File: src/rtl/multicycle_controller_if.sv
// Control bus between the multi-cycle main controller and the MIPS datapath.
// The controller connects through the master modport, the datapath through slave.
// Optional macro CTRL_PERF_CNT_EN adds the instr_count/stall_count counters.
interface multicycle_controller_if #(
    parameter int OP_W = 4
);
    logic [5:0]      opc;
    logic [5:0]      func;
    logic            mem_ready;
    logic            RegDest;
    logic            RegisterWrite;
    logic            ALUSource;
    logic            ALUSource2;
    logic            RegSel;
    logic            WriteMem;
    logic            ReadMem;
    logic            MemToReg;
    logic            Branch;
    logic [OP_W-1:0] operation;
    logic            pc_write;
    logic            ir_write;
    logic            illegal;
    logic            mem_abort;
`ifdef CTRL_PERF_CNT_EN
    logic [31:0]     instr_count;
    logic [31:0]     stall_count;
`endif

    modport master (
        input  opc, input func, input mem_ready,
`ifdef CTRL_PERF_CNT_EN
        output instr_count, output stall_count,
`endif
        output RegDest, output RegisterWrite, output ALUSource, output ALUSource2,
        output RegSel, output WriteMem, output ReadMem, output MemToReg,
        output Branch, output operation, output pc_write, output ir_write,
        output illegal, output mem_abort
    );

    modport slave (
        output opc, output func, output mem_ready,
`ifdef CTRL_PERF_CNT_EN
        input  instr_count, input stall_count,
`endif
        input  RegDest, input RegisterWrite, input ALUSource, input ALUSource2,
        input  RegSel, input WriteMem, input ReadMem, input MemToReg,
        input  Branch, input operation, input pc_write, input ir_write,
        input  illegal, input mem_abort
    );
endinterface

File: src/rtl/multicycle_controller.sv
// Multi-cycle main control FSM for the 32-bit MIPS-subset datapath.
// Steps each instruction through FETCH/DECODE/EXEC/MEM/WB and issues exactly
// one pc_write per instruction. MEM waits on mem_ready with an optional timeout.
// Optional macro CTRL_PERF_CNT_EN adds instruction and stall counters.
module multicycle_controller #(
    parameter int OP_W        = 4,
    parameter int MEM_TIMEOUT = 15
) (
    input  logic                    clk,
    input  logic                    rst,
    multicycle_controller_if.master bus
);
    typedef enum logic [2:0] {S_FETCH, S_DECODE, S_EXEC, S_MEM, S_WB} state_t;
    typedef enum logic [2:0] {K_ALU, K_SHIFT, K_LW, K_SW, K_BEQ, K_ADDI} kind_t;

    localparam logic [OP_W-1:0] OP_AND = OP_W'(4'b0000);
    localparam logic [OP_W-1:0] OP_OR  = OP_W'(4'b0001);
    localparam logic [OP_W-1:0] OP_ADD = OP_W'(4'b0010);
    localparam logic [OP_W-1:0] OP_SLL = OP_W'(4'b0011);
    localparam logic [OP_W-1:0] OP_SRL = OP_W'(4'b0100);
    localparam logic [OP_W-1:0] OP_SUB = OP_W'(4'b0110);
    localparam logic [OP_W-1:0] OP_SLT = OP_W'(4'b0111);
    localparam int TW = (MEM_TIMEOUT > 0) ? $clog2(MEM_TIMEOUT + 1) : 1;

    state_t          state, state_nx;
    kind_t           dec_kind, kind_r;
    logic [OP_W-1:0] dec_op, op_r;
    logic            dec_ok;
    logic [TW-1:0]   tcnt;
    logic            timed_out;

    logic RegDest_c, RegisterWrite_c, ALUSource_c, ALUSource2_c, RegSel_c;
    logic WriteMem_c, ReadMem_c, MemToReg_c, Branch_c;
    logic pc_write_c, ir_write_c, illegal_c, mem_abort_c;
    logic [OP_W-1:0] operation_c;

    // Abort fires once the waiting-cycle count has reached the limit.
    assign timed_out = (MEM_TIMEOUT != 0) && (tcnt == TW'(MEM_TIMEOUT));

    // Classify opc/func into an instruction kind and ALU operation.
    always_comb begin
        dec_ok   = 1'b1;
        dec_kind = K_ALU;
        dec_op   = OP_AND;
        case (bus.opc)
            6'b000000: begin
                case (bus.func)
                    6'b100000: dec_op = OP_ADD;
                    6'b100010: dec_op = OP_SUB;
                    6'b100100: dec_op = OP_AND;
                    6'b100101: dec_op = OP_OR;
                    6'b101010: dec_op = OP_SLT;
                    6'b000000: begin dec_kind = K_SHIFT; dec_op = OP_SLL; end
                    6'b000010: begin dec_kind = K_SHIFT; dec_op = OP_SRL; end
                    default:   dec_ok = 1'b0;
                endcase
            end
            6'b100011: begin dec_kind = K_LW;   dec_op = OP_ADD; end
            6'b101011: begin dec_kind = K_SW;   dec_op = OP_ADD; end
            6'b000100: begin dec_kind = K_BEQ;  dec_op = OP_SUB; end
            6'b001000: begin dec_kind = K_ADDI; dec_op = OP_ADD; end
            default:   dec_ok = 1'b0;
        endcase
    end

    // State register.
    always_ff @(posedge clk) begin
        if (rst) state <= S_FETCH;
        else     state <= state_nx;
    end

    // Instruction class captured in DECODE; only read after it has been written.
    always_ff @(posedge clk) begin
        if (state == S_DECODE) begin
            kind_r <= dec_kind;
            op_r   <= dec_op;
        end
    end

    // MEM wait counter: counts cycles without mem_ready, cleared otherwise.
    always_ff @(posedge clk) begin
        if (rst)
            tcnt <= '0;
        else if (state == S_MEM && !bus.mem_ready && !timed_out)
            tcnt <= tcnt + TW'(1);
        else
            tcnt <= '0;
    end

    // Next-state logic.
    always_comb begin
        state_nx = S_FETCH;
        case (state)
            S_FETCH:  state_nx = S_DECODE;
            S_DECODE: state_nx = dec_ok ? S_EXEC : S_FETCH;
            S_EXEC: begin
                case (kind_r)
                    K_BEQ:       state_nx = S_FETCH;
                    K_LW, K_SW:  state_nx = S_MEM;
                    default:     state_nx = S_WB;
                endcase
            end
            S_MEM: begin
                if (timed_out)          state_nx = S_FETCH;
                else if (bus.mem_ready) state_nx = (kind_r == K_LW) ? S_WB : S_FETCH;
                else                    state_nx = S_MEM;
            end
            default:  state_nx = S_FETCH;
        endcase
    end

    // Output decode; everything is forced low while reset is asserted.
    always_comb begin
        RegDest_c = 1'b0; RegisterWrite_c = 1'b0; ALUSource_c = 1'b0;
        ALUSource2_c = 1'b0; RegSel_c = 1'b0; WriteMem_c = 1'b0; ReadMem_c = 1'b0;
        MemToReg_c = 1'b0; Branch_c = 1'b0; operation_c = '0; pc_write_c = 1'b0;
        ir_write_c = 1'b0; illegal_c = 1'b0; mem_abort_c = 1'b0;
        if (!rst) begin
            if (state == S_EXEC || state == S_WB) begin
                if (kind_r == K_ALU || kind_r == K_SHIFT) begin
                    ALUSource_c = 1'b1;
                    RegDest_c   = 1'b1;
                end
                if (kind_r == K_SHIFT) begin
                    ALUSource2_c = 1'b1;
                    RegSel_c     = 1'b1;
                end
            end
            case (state)
                S_FETCH:  ir_write_c = 1'b1;
                S_DECODE: begin
                    illegal_c  = !dec_ok;
                    pc_write_c = !dec_ok;
                end
                S_EXEC: begin
                    operation_c = op_r;
                    if (kind_r == K_BEQ) begin
                        ALUSource_c = 1'b1;
                        Branch_c    = 1'b1;
                        pc_write_c  = 1'b1;
                    end
                end
                S_MEM: begin
                    operation_c = op_r;
                    if (timed_out) begin
                        mem_abort_c = 1'b1;
                        pc_write_c  = 1'b1;
                    end else begin
                        ReadMem_c  = (kind_r == K_LW);
                        MemToReg_c = (kind_r == K_LW);
                        WriteMem_c = (kind_r == K_SW);
                        pc_write_c = (kind_r == K_SW) && bus.mem_ready;
                    end
                end
                S_WB: begin
                    operation_c     = op_r;
                    MemToReg_c      = (kind_r == K_LW);
                    RegisterWrite_c = 1'b1;
                    pc_write_c      = 1'b1;
                end
                default: ;
            endcase
        end
    end

    assign bus.RegDest       = RegDest_c;
    assign bus.RegisterWrite = RegisterWrite_c;
    assign bus.ALUSource     = ALUSource_c;
    assign bus.ALUSource2    = ALUSource2_c;
    assign bus.RegSel        = RegSel_c;
    assign bus.WriteMem      = WriteMem_c;
    assign bus.ReadMem       = ReadMem_c;
    assign bus.MemToReg      = MemToReg_c;
    assign bus.Branch        = Branch_c;
    assign bus.operation     = operation_c;
    assign bus.pc_write      = pc_write_c;
    assign bus.ir_write      = ir_write_c;
    assign bus.illegal       = illegal_c;
    assign bus.mem_abort     = mem_abort_c;

`ifdef CTRL_PERF_CNT_EN
    logic [31:0] instr_cnt, stall_cnt;

    // Retired-instruction and memory-stall counters, wrapping at 2^32.
    always_ff @(posedge clk) begin
        if (rst) begin
            instr_cnt <= '0;
            stall_cnt <= '0;
        end else begin
            if (pc_write_c)                         instr_cnt <= instr_cnt + 32'd1;
            if (state == S_MEM && !bus.mem_ready)   stall_cnt <= stall_cnt + 32'd1;
        end
    end

    assign bus.instr_count = instr_cnt;
    assign bus.stall_count = stall_cnt;
`endif
endmodule

File: src/flat_wrapper.sv
// flat-port wrapper written by rule: the top's interface ports become plain ports
module multicycle_controller_flat 
#(
    parameter int OP_W        = 4,
    parameter int MEM_TIMEOUT = 15
)
  (clk, rst, bus_opc, bus_func, bus_mem_ready, bus_RegDest, bus_RegisterWrite, bus_ALUSource, bus_ALUSource2, bus_RegSel, bus_WriteMem, bus_ReadMem, bus_MemToReg, bus_Branch, bus_operation, bus_pc_write, bus_ir_write, bus_illegal, bus_mem_abort);
  multicycle_controller_if #(.OP_W(OP_W)) bus_i ();
  input  logic clk;
  input  logic rst;
  input wire logic [$bits(bus_i.opc)-1:0] bus_opc;
  input wire logic [$bits(bus_i.func)-1:0] bus_func;
  input wire logic [$bits(bus_i.mem_ready)-1:0] bus_mem_ready;
  output wire logic [$bits(bus_i.RegDest)-1:0] bus_RegDest;
  output wire logic [$bits(bus_i.RegisterWrite)-1:0] bus_RegisterWrite;
  output wire logic [$bits(bus_i.ALUSource)-1:0] bus_ALUSource;
  output wire logic [$bits(bus_i.ALUSource2)-1:0] bus_ALUSource2;
  output wire logic [$bits(bus_i.RegSel)-1:0] bus_RegSel;
  output wire logic [$bits(bus_i.WriteMem)-1:0] bus_WriteMem;
  output wire logic [$bits(bus_i.ReadMem)-1:0] bus_ReadMem;
  output wire logic [$bits(bus_i.MemToReg)-1:0] bus_MemToReg;
  output wire logic [$bits(bus_i.Branch)-1:0] bus_Branch;
  output wire logic [$bits(bus_i.operation)-1:0] bus_operation;
  output wire logic [$bits(bus_i.pc_write)-1:0] bus_pc_write;
  output wire logic [$bits(bus_i.ir_write)-1:0] bus_ir_write;
  output wire logic [$bits(bus_i.illegal)-1:0] bus_illegal;
  output wire logic [$bits(bus_i.mem_abort)-1:0] bus_mem_abort;
  assign bus_i.opc = bus_opc;
  assign bus_i.func = bus_func;
  assign bus_i.mem_ready = bus_mem_ready;
  assign bus_RegDest = bus_i.RegDest;
  assign bus_RegisterWrite = bus_i.RegisterWrite;
  assign bus_ALUSource = bus_i.ALUSource;
  assign bus_ALUSource2 = bus_i.ALUSource2;
  assign bus_RegSel = bus_i.RegSel;
  assign bus_WriteMem = bus_i.WriteMem;
  assign bus_ReadMem = bus_i.ReadMem;
  assign bus_MemToReg = bus_i.MemToReg;
  assign bus_Branch = bus_i.Branch;
  assign bus_operation = bus_i.operation;
  assign bus_pc_write = bus_i.pc_write;
  assign bus_ir_write = bus_i.ir_write;
  assign bus_illegal = bus_i.illegal;
  assign bus_mem_abort = bus_i.mem_abort;
  multicycle_controller #(.OP_W(OP_W), .MEM_TIMEOUT(MEM_TIMEOUT)) u_core (.clk(clk), .rst(rst), .bus(bus_i));
endmodule
File: config.mk
export PLATFORM = sky130hd
export DESIGN_NAME = multicycle_controller_flat
export DESIGN_NICKNAME = d
export VERILOG_FILES = /design/src/rtl/multicycle_controller_if.sv /design/src/rtl/multicycle_controller.sv /design/src/flat_wrapper.sv
export SDC_FILE = /design/constraint.sdc
export NUM_CORES = 1
export LEC_CHECK = 0
export ABC_AREA = 0
export CORE_AREA = 2 2 47 49
export DETAILED_ROUTE_END_ITERATION = 12
export DIE_AREA = 0 0 49 51
export PLACE_DENSITY = 0.83
export SYNTH_ARGS = -nofsm -noshare
export SYNTH_HDL_FRONTEND = slang
export SYNTH_SLANG_ARGS = --single-unit
File: constraint.sdc
create_clock -name clk -period 2.8 [get_ports clk]
set_clock_uncertainty 0.1 [all_clocks]
set_input_delay 0.56 -clock clk [delete_from_list [all_inputs] [get_ports clk]]
set_output_delay 0.56 -clock clk [all_outputs]
set_load 0.01 [all_outputs]
==> results.cfg <==
[setup_path]
cp_max_fo = 2
required_ns = 2.14
crit_type = input pin to primary output
arrival_ns = 2.12
endpoint_kind = primary output
cp_slowest_cell = a211oi_2
cpPeakStageDelay_ns = 0.27
cp_cell_sequence = dlygate4sd2_1 -> a21bo_2 -> a32o_2 -> a211oi_2 -> buf_4 -> nand2_1 -> a31oi_1 -> buf_2
critical_path.startpoint_type = input pin

[cells_and_area]
area_growth_pct = 63.41
antenna_cells = 0
drive_above_1_share_pct = 28.39
nets = 172

[synth]
seq_area_frac_synth_pct = 37.32
synth.distinct_cells = 35
syn_area_um2 = 858.3
synth_nets = 121
avgSynthCellArea_um2 = 8.175
ys_ff_latch = 13
synth_cells = 105
ys_warn_count = 0

[status]
status = complete, no violations

[power_and_ir_drop]
peakVddDrop_mv = 0.1958
power_leakage_nw = 0.6250
power-per-cell-area_nw_per_um2 = 301.4
power_mw = 0.4227

[cts]
cts_tree = yes
insertion_delay_ns = 0.27
h-tree-depth = 1
clkSinkCount = 13
cts_buffer_depth = 2
clkSlewWorstSetupHoldPaths_ns = 0.08
clockRootBuffer = clkbuf_4
numCtsBuffers = 3

[sta]
fin_crit_sh_pct = 99.37
rsz0062_at_grt = yes
period_needed_ns = 2.782
finalSetupViolCount = 0
hold_viol_final = 0
slew_violations = 0
final.setup.worst_slack_ns = 0.01774
max_clock_freq_mhz = 359.4

[grt]
grt.overflow.total = 0
grt_util_all_layers_pct = 19.44
grt_pass1_wl_um = 3739
grt_max_degree = 12
antenna_found_initial = 0
grt_pass1_vias = 922

[run]
drv_cap = 0

[hold_path]
worst_hold_path_type = flop to flop

[floorplanning]
start_util_pct = 41.60
die_h_um = 51
num_io_pins = 32
core_area_um2 = 2063
fp.dieW_um = 49
die-area_um2 = 2499
fp-row-count = 17

[routing]
wirelength_um = 2440
route.detailed.drc = 0
detail_route.first_pass.iterations = 4
viasPerCell = 5.230
drtIter0Drc = 11
routedWlPerCell_um = 13.33
ant_nets = 0
num_vias = 957

[place]
dp_hpwl_um = 1766
port-buffer-count = 30
gp_congestion = 0.8482
pre_cts_ws_ns = -0.6811
[Yosys cell counts]
| master | count | area share [%] |
|---|---|---|
| nor2b_1 | 1 | 0.73 |
| or4_1 | 1 | 0.87 |
| nor3_1 | 11 | 6.4 |
| nand4_1 | 1 | 0.73 |
| nor4_1 | 4 | 2.9 |
| a211oi_1 | 1 | 0.87 |
| xnor2_1 | 3 | 3.1 |
| or3_1 | 1 | 0.73 |
| or2_2 | 4 | 2.9 |
| nand3_1 | 6 | 3.5 |
| and2_1 | 3 | 2.2 |
| nand2b_1 | 4 | 2.9 |
| ha_1 | 1 | 1.5 |
| o31ai_1 | 1 | 0.87 |
| dfxtp_1 | 7 | 16 |
| nand2_1 | 8 | 3.5 |
| or3_4 | 1 | 1.3 |
| xor2_1 | 1 | 1.0 |
| o41ai_2 | 1 | 1.9 |
| a2111oi_0 | 1 | 1.0 |
| a31oi_1 | 2 | 1.5 |
| a41oi_1 | 1 | 1.0 |
| conb_1 | 1 | 0.44 |
| buf_4 | 2 | 1.7 |
| nor3b_1 | 2 | 1.7 |
| inv_1 | 4 | 1.7 |
| o21ai_0 | 2 | 1.2 |
| a21bo_2 | 1 | 1.2 |
| o22ai_1 | 1 | 0.73 |
| nor2_1 | 12 | 5.2 |
| edfxtp_1 | 6 | 21 |
| clkbuf_1 | 3 | 1.3 |
| a21oi_1 | 4 | 2.3 |
| a32o_1 | 2 | 2.3 |
| or4_4 | 1 | 1.3 |
[worst max-delay path, delay by kind of cell]
| kind | cells | cell delay (ns) |
|---|---|---|
| AO/OA/AOI/OAI | 4 | 0.93 |
| buffers and inverters | 3 | 0.58 |
| AND/OR/NAND/NOR | 1 | 0.05 |
[path summary, 6_finish.rpt]
path                    from             end  cells past startpoint  slack, ns
max              bus_func[5]    bus_pc_write                      8       0.02
max reg2reg  u_core.state[1]  u_core.tcnt[1]                      5       1.09
min reg2reg   u_core.tcnt[0]  u_core.tcnt[0]                      1       0.36
min           u_core.tcnt[0]  u_core.tcnt[0]                      1       0.36
[report_power, final]
part	internal (mW)	total, mW	switching [mW]
logic	0.0497	0.0964	0.0466
registers	0.206	0.212	0.00586
clock network	0.0550	0.115	0.0595
total	0.311	0.423	0.112
[metal layers]
| metal | vias up | routed length (µm) | GRT usage (%) |
|---|---|---|---|
| li1 | 484 | - | - |
| met1 | 436 | 900 | 18.46 |
| met2 | 33 | 1392 | 41.55 |
| met3 | 4 | 106 | 3.216 |
| met4 | 0 | 42 | 6.190 |
| met5 | - | 0 | 0 |
[flip-flops by register name, indices dropped and copies added (netlist names)]
name,count
u_core.tcnt,4
u_core.kind_r,3
u_core.op_r,3
u_core.state,3
[what timing repair did]
action	4_1_cts	5_1_grt
endpoints found under the setup margin	8	5
hold buffers	0	0
cloned	0	0
resized for setup	27	12
pin swaps	4	4
setup buffers	2	3
[layout by cell type (no fill, tap or decap), types with 2 or more instances in the layout]
| cell | n |
|---|---|
| clkbuf_4 | 3 |
| inv_1 | 4 |
| or2_2 | 3 |
| nand3_1 | 6 |
| buf_4 | 21 |
| and2_1 | 3 |
| nor2_1 | 11 |
| nand2_1 | 8 |
| clkdlybuf4s50_1 | 12 |
| xnor2_1 | 2 |
| nand2b_1 | 4 |
| dfxtp_1 | 7 |
| dlygate4sd2_1 | 8 |
| or4_4 | 2 |
| buf_2 | 2 |
| a31oi_1 | 2 |
| nor3b_1 | 2 |
| o21ai_0 | 2 |
| nor3_1 | 9 |
| nor4_1 | 3 |
| a21oi_1 | 3 |
| dlymetal6s2s_1 | 7 |
| edfxtp_1 | 6 |
[area by class of cell]
cell class | instances | area, µm²
timing repair buffer | 51 | 450.4
sequential | 13 | 320.3
fill | 178 | 660.6
tap | 28 | 35.03
multi-input combinational | 83 | 555.5
clock buffer | 4 | 26.28
inverter | 4 | 15.01
[kinds of logic after synthesis]
kind of cell | share of synthesized area, %
simple gates | 37.03
compound gates | 14.87
flops | 37.32
buf+inv | 4.809
xor+xnor | 4.082
fa+ha+maj | 1.457
other cells | 0.4369
[metrics by stage]
step           cells  util (%)  cell area, µm²  hold slack [ns]  setup TNS (ns)
6_report         183     67.98            1403           0.3588               0
5_1_grt          183     67.98            1403           0.3775        -0.05007
4_1_cts          180     65.37            1349           0.3622        -0.02095
3_5_place_dp     174     62.40            1287           0.3505          -1.704
3_3_place_gp     174     62.40            1287           0.3354          -1.396
2_1_floorplan    105         -           858.3           0.3246               0
No activity file was read; power rests on OpenSTA's default activity.
